`config.mk`:
```
export PLATFORM = sky130hd
export DESIGN_NAME = sata_fis_tx_framer
export DESIGN_NICKNAME = d
export VERILOG_FILES = /design/src/rtl/sata_fis_pkg.sv /design/src/rtl/sata_fis_hdr_shifter.sv /design/src/rtl/sata_fis_tx_framer.sv
export SDC_FILE = /design/constraint.sdc
export NUM_CORES = 1
export LEC_CHECK = 0
export CAP_MARGIN = 40
export CORE_MARGIN = 5
export CORE_UTILIZATION = 48
export DETAILED_ROUTE_END_ITERATION = 8
export PLACE_DENSITY = 0.8
export SYNTH_ARGS = -nofsm -noshare
export SYNTH_HDL_FRONTEND = slang
export SYNTH_SLANG_ARGS = --single-unit
```
`constraint.sdc`:
```
create_clock -name clk -period 2.5 [get_ports clk]
set_input_delay 0.25 -clock clk [delete_from_list [all_inputs] [get_ports clk]]
set_output_delay 0.25 -clock clk [all_outputs]
set_load 0.05 [all_outputs]
```
`src/rtl/sata_fis_pkg.sv`:
```
// Shared SATA FIS definitions: FIS type codes, payload limit
// and the transmit framer state type.
package sata_fis_pkg;

   localparam logic [7:0] FIS_REG_H2D = 8'h27;
   localparam logic [7:0] FIS_REG_D2H = 8'h34;
   localparam logic [7:0] FIS_DATA    = 8'h46;
   localparam logic [7:0] FIS_DMA_SET = 8'h41;

   localparam int SATA_MAX_PLD_DW = 2048;

   typedef enum logic [1:0] {
      ST_IDLE = 2'd0,
      ST_HDR  = 2'd1,
      ST_PLD  = 2'd2,
      ST_DROP = 2'd3
   } fis_state_t;

endpackage

```
`src/rtl/sata_fis_hdr_shifter.sv`:
```
// Loadable header shift register: dword 0 leaves first,
// with a remaining-length counter and a last-dword flag.
module sata_fis_hdr_shifter #(
   parameter int MAX_HDR_DW = 7,
   parameter int LW = $clog2(MAX_HDR_DW + 1)
) (
   input  logic                    clk,
   input  logic                    reset,
   input  logic                    load,
   input  logic [MAX_HDR_DW*32-1:0] load_dat,
   input  logic [LW-1:0]           load_len,
   input  logic                    shift,
   output logic [31:0]             dat,
   output logic                    last
);

   logic [MAX_HDR_DW*32-1:0] sr;
   logic [LW-1:0]            rem;

   always_ff @(posedge clk) begin
      if (reset) begin
         sr  <= '0;
         rem <= '0;
      end else if (load) begin
         sr  <= load_dat;
         rem <= load_len;
      end else if (shift && rem != '0) begin
         sr  <= sr >> 32;
         rem <= rem - LW'(1);
      end
   end

   assign dat  = sr[31:0];
   assign last = (rem == LW'(1));

endmodule

```
`src/rtl/sata_fis_tx_framer.sv`:
```
// SATA transmit FIS framer: header dwords then optional payload.
// Optional counters: define SATA_FIS_TX_FRAMER_STAT_EN.
module sata_fis_tx_framer
   import sata_fis_pkg::*;
#(
   parameter int MAX_HDR_DW = 7,
   parameter int MAX_PLD_DW = SATA_MAX_PLD_DW,
   localparam int LW = $clog2(MAX_HDR_DW + 1)
) (
   input  logic                     clk,
   input  logic                     reset,
   input  logic [MAX_HDR_DW*32-1:0] i_hdr_dat,
   input  logic [LW-1:0]            i_hdr_len,
   input  logic                     i_hdr_pld,
   input  logic                     i_hdr_val,
   output logic                     i_hdr_rdy,
   input  logic [31:0]              i_pld_dat,
   input  logic                     i_pld_val,
   input  logic                     i_pld_eop,
   output logic                     i_pld_rdy,
   output logic [31:0]              o_dat,
   output logic                     o_val,
   output logic                     o_eop,
   input  logic                     o_rdy,
`ifdef SATA_FIS_TX_FRAMER_STAT_EN
   output logic [31:0]              o_stat_fis,
   output logic [15:0]              o_stat_trunc,
`endif
   output logic                     o_err
);

   localparam int CW = (MAX_PLD_DW > 1) ? $clog2(MAX_PLD_DW) : 1;

   fis_state_t     state, state_nxt;
   logic           pld_flag;
   logic [CW-1:0]  pld_cnt;
   logic           err;
   logic [LW-1:0]  eff_len;
   logic           hdr_acc, out_xfer, pld_xfer, at_lim;
   logic [31:0]    sh_dat;
   logic           sh_last;

   always_comb begin
      eff_len = i_hdr_len;
      if (i_hdr_len == '0)
         eff_len = LW'(1);
      else if (i_hdr_len > LW'(MAX_HDR_DW))
         eff_len = LW'(MAX_HDR_DW);
   end

   assign hdr_acc  = i_hdr_val & i_hdr_rdy;
   assign out_xfer = o_val & o_rdy;
   assign pld_xfer = (state == ST_PLD) & out_xfer;
   assign at_lim   = (pld_cnt == CW'(MAX_PLD_DW - 1));

   sata_fis_hdr_shifter #(
      .MAX_HDR_DW (MAX_HDR_DW),
      .LW         (LW)
   ) u_shift (
      .clk      (clk),
      .reset    (reset),
      .load     (hdr_acc),
      .load_dat (i_hdr_dat),
      .load_len (eff_len),
      .shift    ((state == ST_HDR) & o_rdy),
      .dat      (sh_dat),
      .last     (sh_last)
   );

   always_ff @(posedge clk) begin
      if (reset) state <= ST_IDLE;
      else       state <= state_nxt;
   end

   // Counter holds at the limit; the limit check ends the frame first.
   always_ff @(posedge clk) begin
      if (reset) begin
         pld_flag <= 1'b0;
         pld_cnt  <= '0;
         err      <= 1'b0;
      end else begin
         err <= pld_xfer & at_lim & ~i_pld_eop;
         if (hdr_acc) begin
            pld_flag <= i_hdr_pld;
            pld_cnt  <= '0;
         end else if (pld_xfer && !at_lim) begin
            pld_cnt  <= pld_cnt + CW'(1);
         end
      end
   end

   always_comb begin
      state_nxt = state;
      unique case (state)
         ST_IDLE: if (i_hdr_val) state_nxt = ST_HDR;
         ST_HDR:
            if (o_rdy && sh_last)
               state_nxt = pld_flag ? ST_PLD : ST_IDLE;
         ST_PLD:
            if (pld_xfer) begin
               if (i_pld_eop)   state_nxt = ST_IDLE;
               else if (at_lim) state_nxt = ST_DROP;
            end
         ST_DROP:
            if (i_pld_val && i_pld_eop) state_nxt = ST_IDLE;
         default: state_nxt = ST_IDLE;
      endcase
   end

   always_comb begin
      i_hdr_rdy = 1'b0;
      i_pld_rdy = 1'b0;
      o_dat     = '0;
      o_val     = 1'b0;
      o_eop     = 1'b0;
      unique case (state)
         ST_IDLE: i_hdr_rdy = 1'b1;
         ST_HDR: begin
            o_val = 1'b1;
            o_dat = sh_dat;
            o_eop = sh_last & ~pld_flag;
         end
         ST_PLD: begin
            o_dat     = i_pld_dat;
            o_val     = i_pld_val;
            o_eop     = i_pld_eop | at_lim;
            i_pld_rdy = o_rdy;
         end
         ST_DROP: i_pld_rdy = 1'b1;
         default: ;
      endcase
   end

   assign o_err = err;

`ifdef SATA_FIS_TX_FRAMER_STAT_EN
   logic [31:0] stat_fis;
   logic [15:0] stat_trunc;

   always_ff @(posedge clk) begin
      if (reset) begin
         stat_fis   <= '0;
         stat_trunc <= '0;
      end else begin
         if (out_xfer && o_eop && !(&stat_fis))
            stat_fis <= stat_fis + 32'd1;
         if (err && !(&stat_trunc))
            stat_trunc <= stat_trunc + 16'd1;
      end
   end

   assign o_stat_fis   = stat_fis;
   assign o_stat_trunc = stat_trunc;
`endif

endmodule

```
==> impl_metrics.csv <==
group,metric,value,unit
synth,yosysSeqAreaShare,0.4479,
cts,cts_tree,"built",
routing,drt_iter0_drc,845,
final_layout,area_growth_syn_to_layout,39.46,%
flow_run,maxCapViolations,0,
grt,grt_overflow,0,
floorplan,die_w,160.1,um
floorplan,dieArea,25640,um^2
synth,syn_area,10820,um^2
place,dp_slack,0.4529,ns
timing,hold_viol,0,
final_layout,final_util,0.6724,
timing,fmax,423.1,MHz
setup_path,cp.required,2.25,ns
synth,ys_async_sr_fraction,0,
cts,clk_pin_slew_worst_paths,0.06,ns
place,place_congestion,0.8265,
power_and_ir_drop,power_density,676.4,nW/um^2
synth,ys_ff_latch,242,
floorplan,io_pins,303,
floorplan,initial_utilization,0.4822,
final_layout,seq_area,4845,um^2
routing,num_vias,10770,
final_layout,num-fill-cells,1833,
floorplan,row_count,55,
place,dp_hpwl,23.10,mm
cts,htree_levels,1,
grt,grt_max_degree,132,
setup_path,rr_startpoint,"state[0]",
setup_path,r2r_cells,7,
setup_path,reg2reg_to,"u_shift.sr[68]",
cts,clk_latency,0.51,ns
setup_path,worstSetupEndpointType,"output pin",
cts,post_cts_buffers,0,
cts,hold_buffers,0,
setup_path,ff2ff_setup_slack,0.37,ns
timing,period_share,0.9453,
setup_path,path_max_fanout,34,
timing,setup_violations,0,
power_and_ir_drop,leakage,5.305,nW
min_path,min_from,"reset",
routing,drc,0,
timing,final.setup_skew,0.007408,ns
timing,worst-slew-pin-transition,0.7660,ns
setup_path,cp_slowest_cell,"dfxtp_1",
final_layout,nets,1895,
min_path,hp-class,"in -> reg",
floorplan,dieHeight,160.1,um
synth,synth-edff-count,0,
synth,yosys_warnings,0,
min_path,worstHoldEndpoint,"u_shift.sr[133]",
setup_path,crit_path_start_kind,"flip-flop",
cts,root_buffer,"clkbuf_16",
power_and_ir_drop,ir_drop,0.0005488,V
synth,ys.flop_type,"dfxtp_1",
final_layout,multi_input_area,5419,um^2
routing,drt-total-wl,33.08,mm
synth,syn_nets,1683,
grt,grt_pass1_vias,9958,
synth,synth_cell_types,48,
min_path,whs_path_depth,2,
cts,clkSinkCount,242,
setup_path,max_stage_delay,0.33,ns
timing,drv_slew,0,
final_layout,layoutNonFillerInstCount,1922,
timing,rsz0062_at_grt,"false",
grt,grt_pass1_wl,52.45,mm
run_status,status,"finished clean",
timing,worst_slack,0.1367,ns
place,dpl.cell_count,1879,
final_layout,drive_gt1_frac,0.06296,
grt,antenna_found_initial,1,
synth,synth_cells,1409,
timing,min_period,2.363,ns
routing,firstDrtPassIters,5,
setup_path,crit_arrival,2.11,ns
synth,syn_avg_cell_area,7.677,um^2
timing,fin_tns_setup,0,ns
floorplan,core,22430,um^2
timing,relSlewSlack,0.4893,
cts,cts_buffer_depth,3,
place,port_buffers,302,
setup_path,critPathKind,"reg -> out",
grt,grtUsageTotal,0.2427,
setup_path,path_cells,"inv_1 -> ha_1 -> buf_8 -> o21ai_0 -> a21boi_1 -> buf_12",
cts,numCtsBuffers,25,
routing,avgRoutedWirePerCell,17.21,um
routing,vias_per_cell,5.603,
routing,postRouteAntennaNets,0,
-- where the power goes --
part,total (W),internal (W),switching (W)
Sequential,0.00460,0.00433,0.000274
Clock,0.00345,0.00201,0.00145
Combinational,0.00215,0.000994,0.00116
-- layout make-up --
class	instances	area share
multi-input combinational	1023	0.3592
sequential	242	0.3212
timing repair buffer	322	0.2439
clock buffer	38	0.04869
tap	285	0.02364
inverter	7	0.001742
clock inverter	4	0.001493
antenna	1	0.0001659
-- synth_stat cells, types with 2 or more instances --
cell	n	area, um^2
o211ai_1	5	37.54
a311oi_1	192	1682
ha_1	8	100.1
inv_1	7	26.28
nand4_1	2	12.51
nor2_1	197	739.5
o21ai_0	7	35.03
buf_1	10	37.54
dfxtp_1	242	4845
nand2_1	428	1607
clkbuf_1	106	397.9
buf_2	20	100.1
nor4_1	2	12.51
a21oi_1	42	210.2
o21a_1	2	15.01
nand3_1	33	165.2
a22oi_1	32	240.2
nor2b_1	35	219.0
nor3_1	2	10.01
and3_1	2	12.51
nand3b_1	2	15.01
a221o_1	2	20.02
or3_1	6	37.54
-- repair_timing --
| item | 4_1_cts | 5_1_grt |
|---|---|---|
| gates resized for setup | 1 | 4 |
| endpoints found under the hold margin | 0 | 0 |
| setup endpoints to repair | 7 | 35 |
-- registers in the layout, summed over array words and instances, names as in the netlist --
register and flops:
u_shift.sr 224, pld_cnt 11, u_shift.rem 3, state 2, o_err 1, pld_flag 1
-- layer usage --
metal	up-vias	wire length, um	global-route usage	share of wire
met1	4943	14850	0.3442	0.45
met2	412	15030	0.3825	0.45
met3	53	2364	0.04284	0.071
li1	5361	-	-	-
met5	-	0	0	0
met4	0	838	0.06648	0.025
-- per-stage QoR --
step,hold slack [ns],instance area [um^2],total power (W)
3_5_place_dp,0.4587,14310,0.006804
5_1_grt,0.1274,15080,0.01072
3_3_place_gp,0.4547,14310,0.006749
2_1_floorplan,0.3860,10820,0.005883
6_report,0.1178,15080,0.01020
4_1_cts,0.1014,15070,0.01027
-- cells in the final DEF (no fill, tap or decap), types with 2 or more instances in the layout --
cell	instances
nand2_1	427
clkdlybuf4s50_1	265
dfxtp_1	242
nor2_1	197
a311oi_1	192
buf_12	46
a21oi_1	42
nor2b_1	35
nand3_1	33
a22oi_1	32
clkbuf_16	25
inv_1	7
o21ai_0	7
ha_1	7
clkbuf_1	7
clkbuf_8	7
buf_4	7
or3_1	6
o211ai_1	5
clkinv_2	3
nor3_1	2
nand4_1	2
nand3b_1	2
a221o_1	2
nor4_1	2
o21a_1	2
and3_1	2
-- logic make-up (layout without fill, tap and decap cells) --
kind of cell    Yosys count  after routing  share of synthesized area
other cells               0              1                          0
xor+xnor                  2              2                   0.001620
fa+ha+maj                 8              8                   0.009254
simple gates            720            720                     0.2720
compound gates          291            291                     0.2146
flops                   242            242                     0.4479
buf+inv                 144            371                    0.05240
mux                       2              2                   0.002313
-- how the worst max path moves through the flow --
stage / from / endpoint / slack [ns] / cells past startpoint
after detailed placement: state[0] / state[1] / 0.45 / 6
after global placement: i_hdr_val / u_shift.sr[65] / 0.52 / 6
final: state[0] / o_eop / 0.14 / 6
after global routing: state[0] / o_eop / 0.03 / 6
after CTS: state[0] / o_eop / 0.002 / 6
after floorplan: state[1] / o_eop / 0.21 / 6
-- worst max-delay path, delay by kind of cell, from the launching register on --
kind	cells	cell delay [ns]
AO/OA/AOI/OAI	2	0.39
adder cells (fa/ha/maj)	1	0.33
buffers and inverters	3	0.56
flip-flops	1	0.33
(Power assumes the default switching activity.)
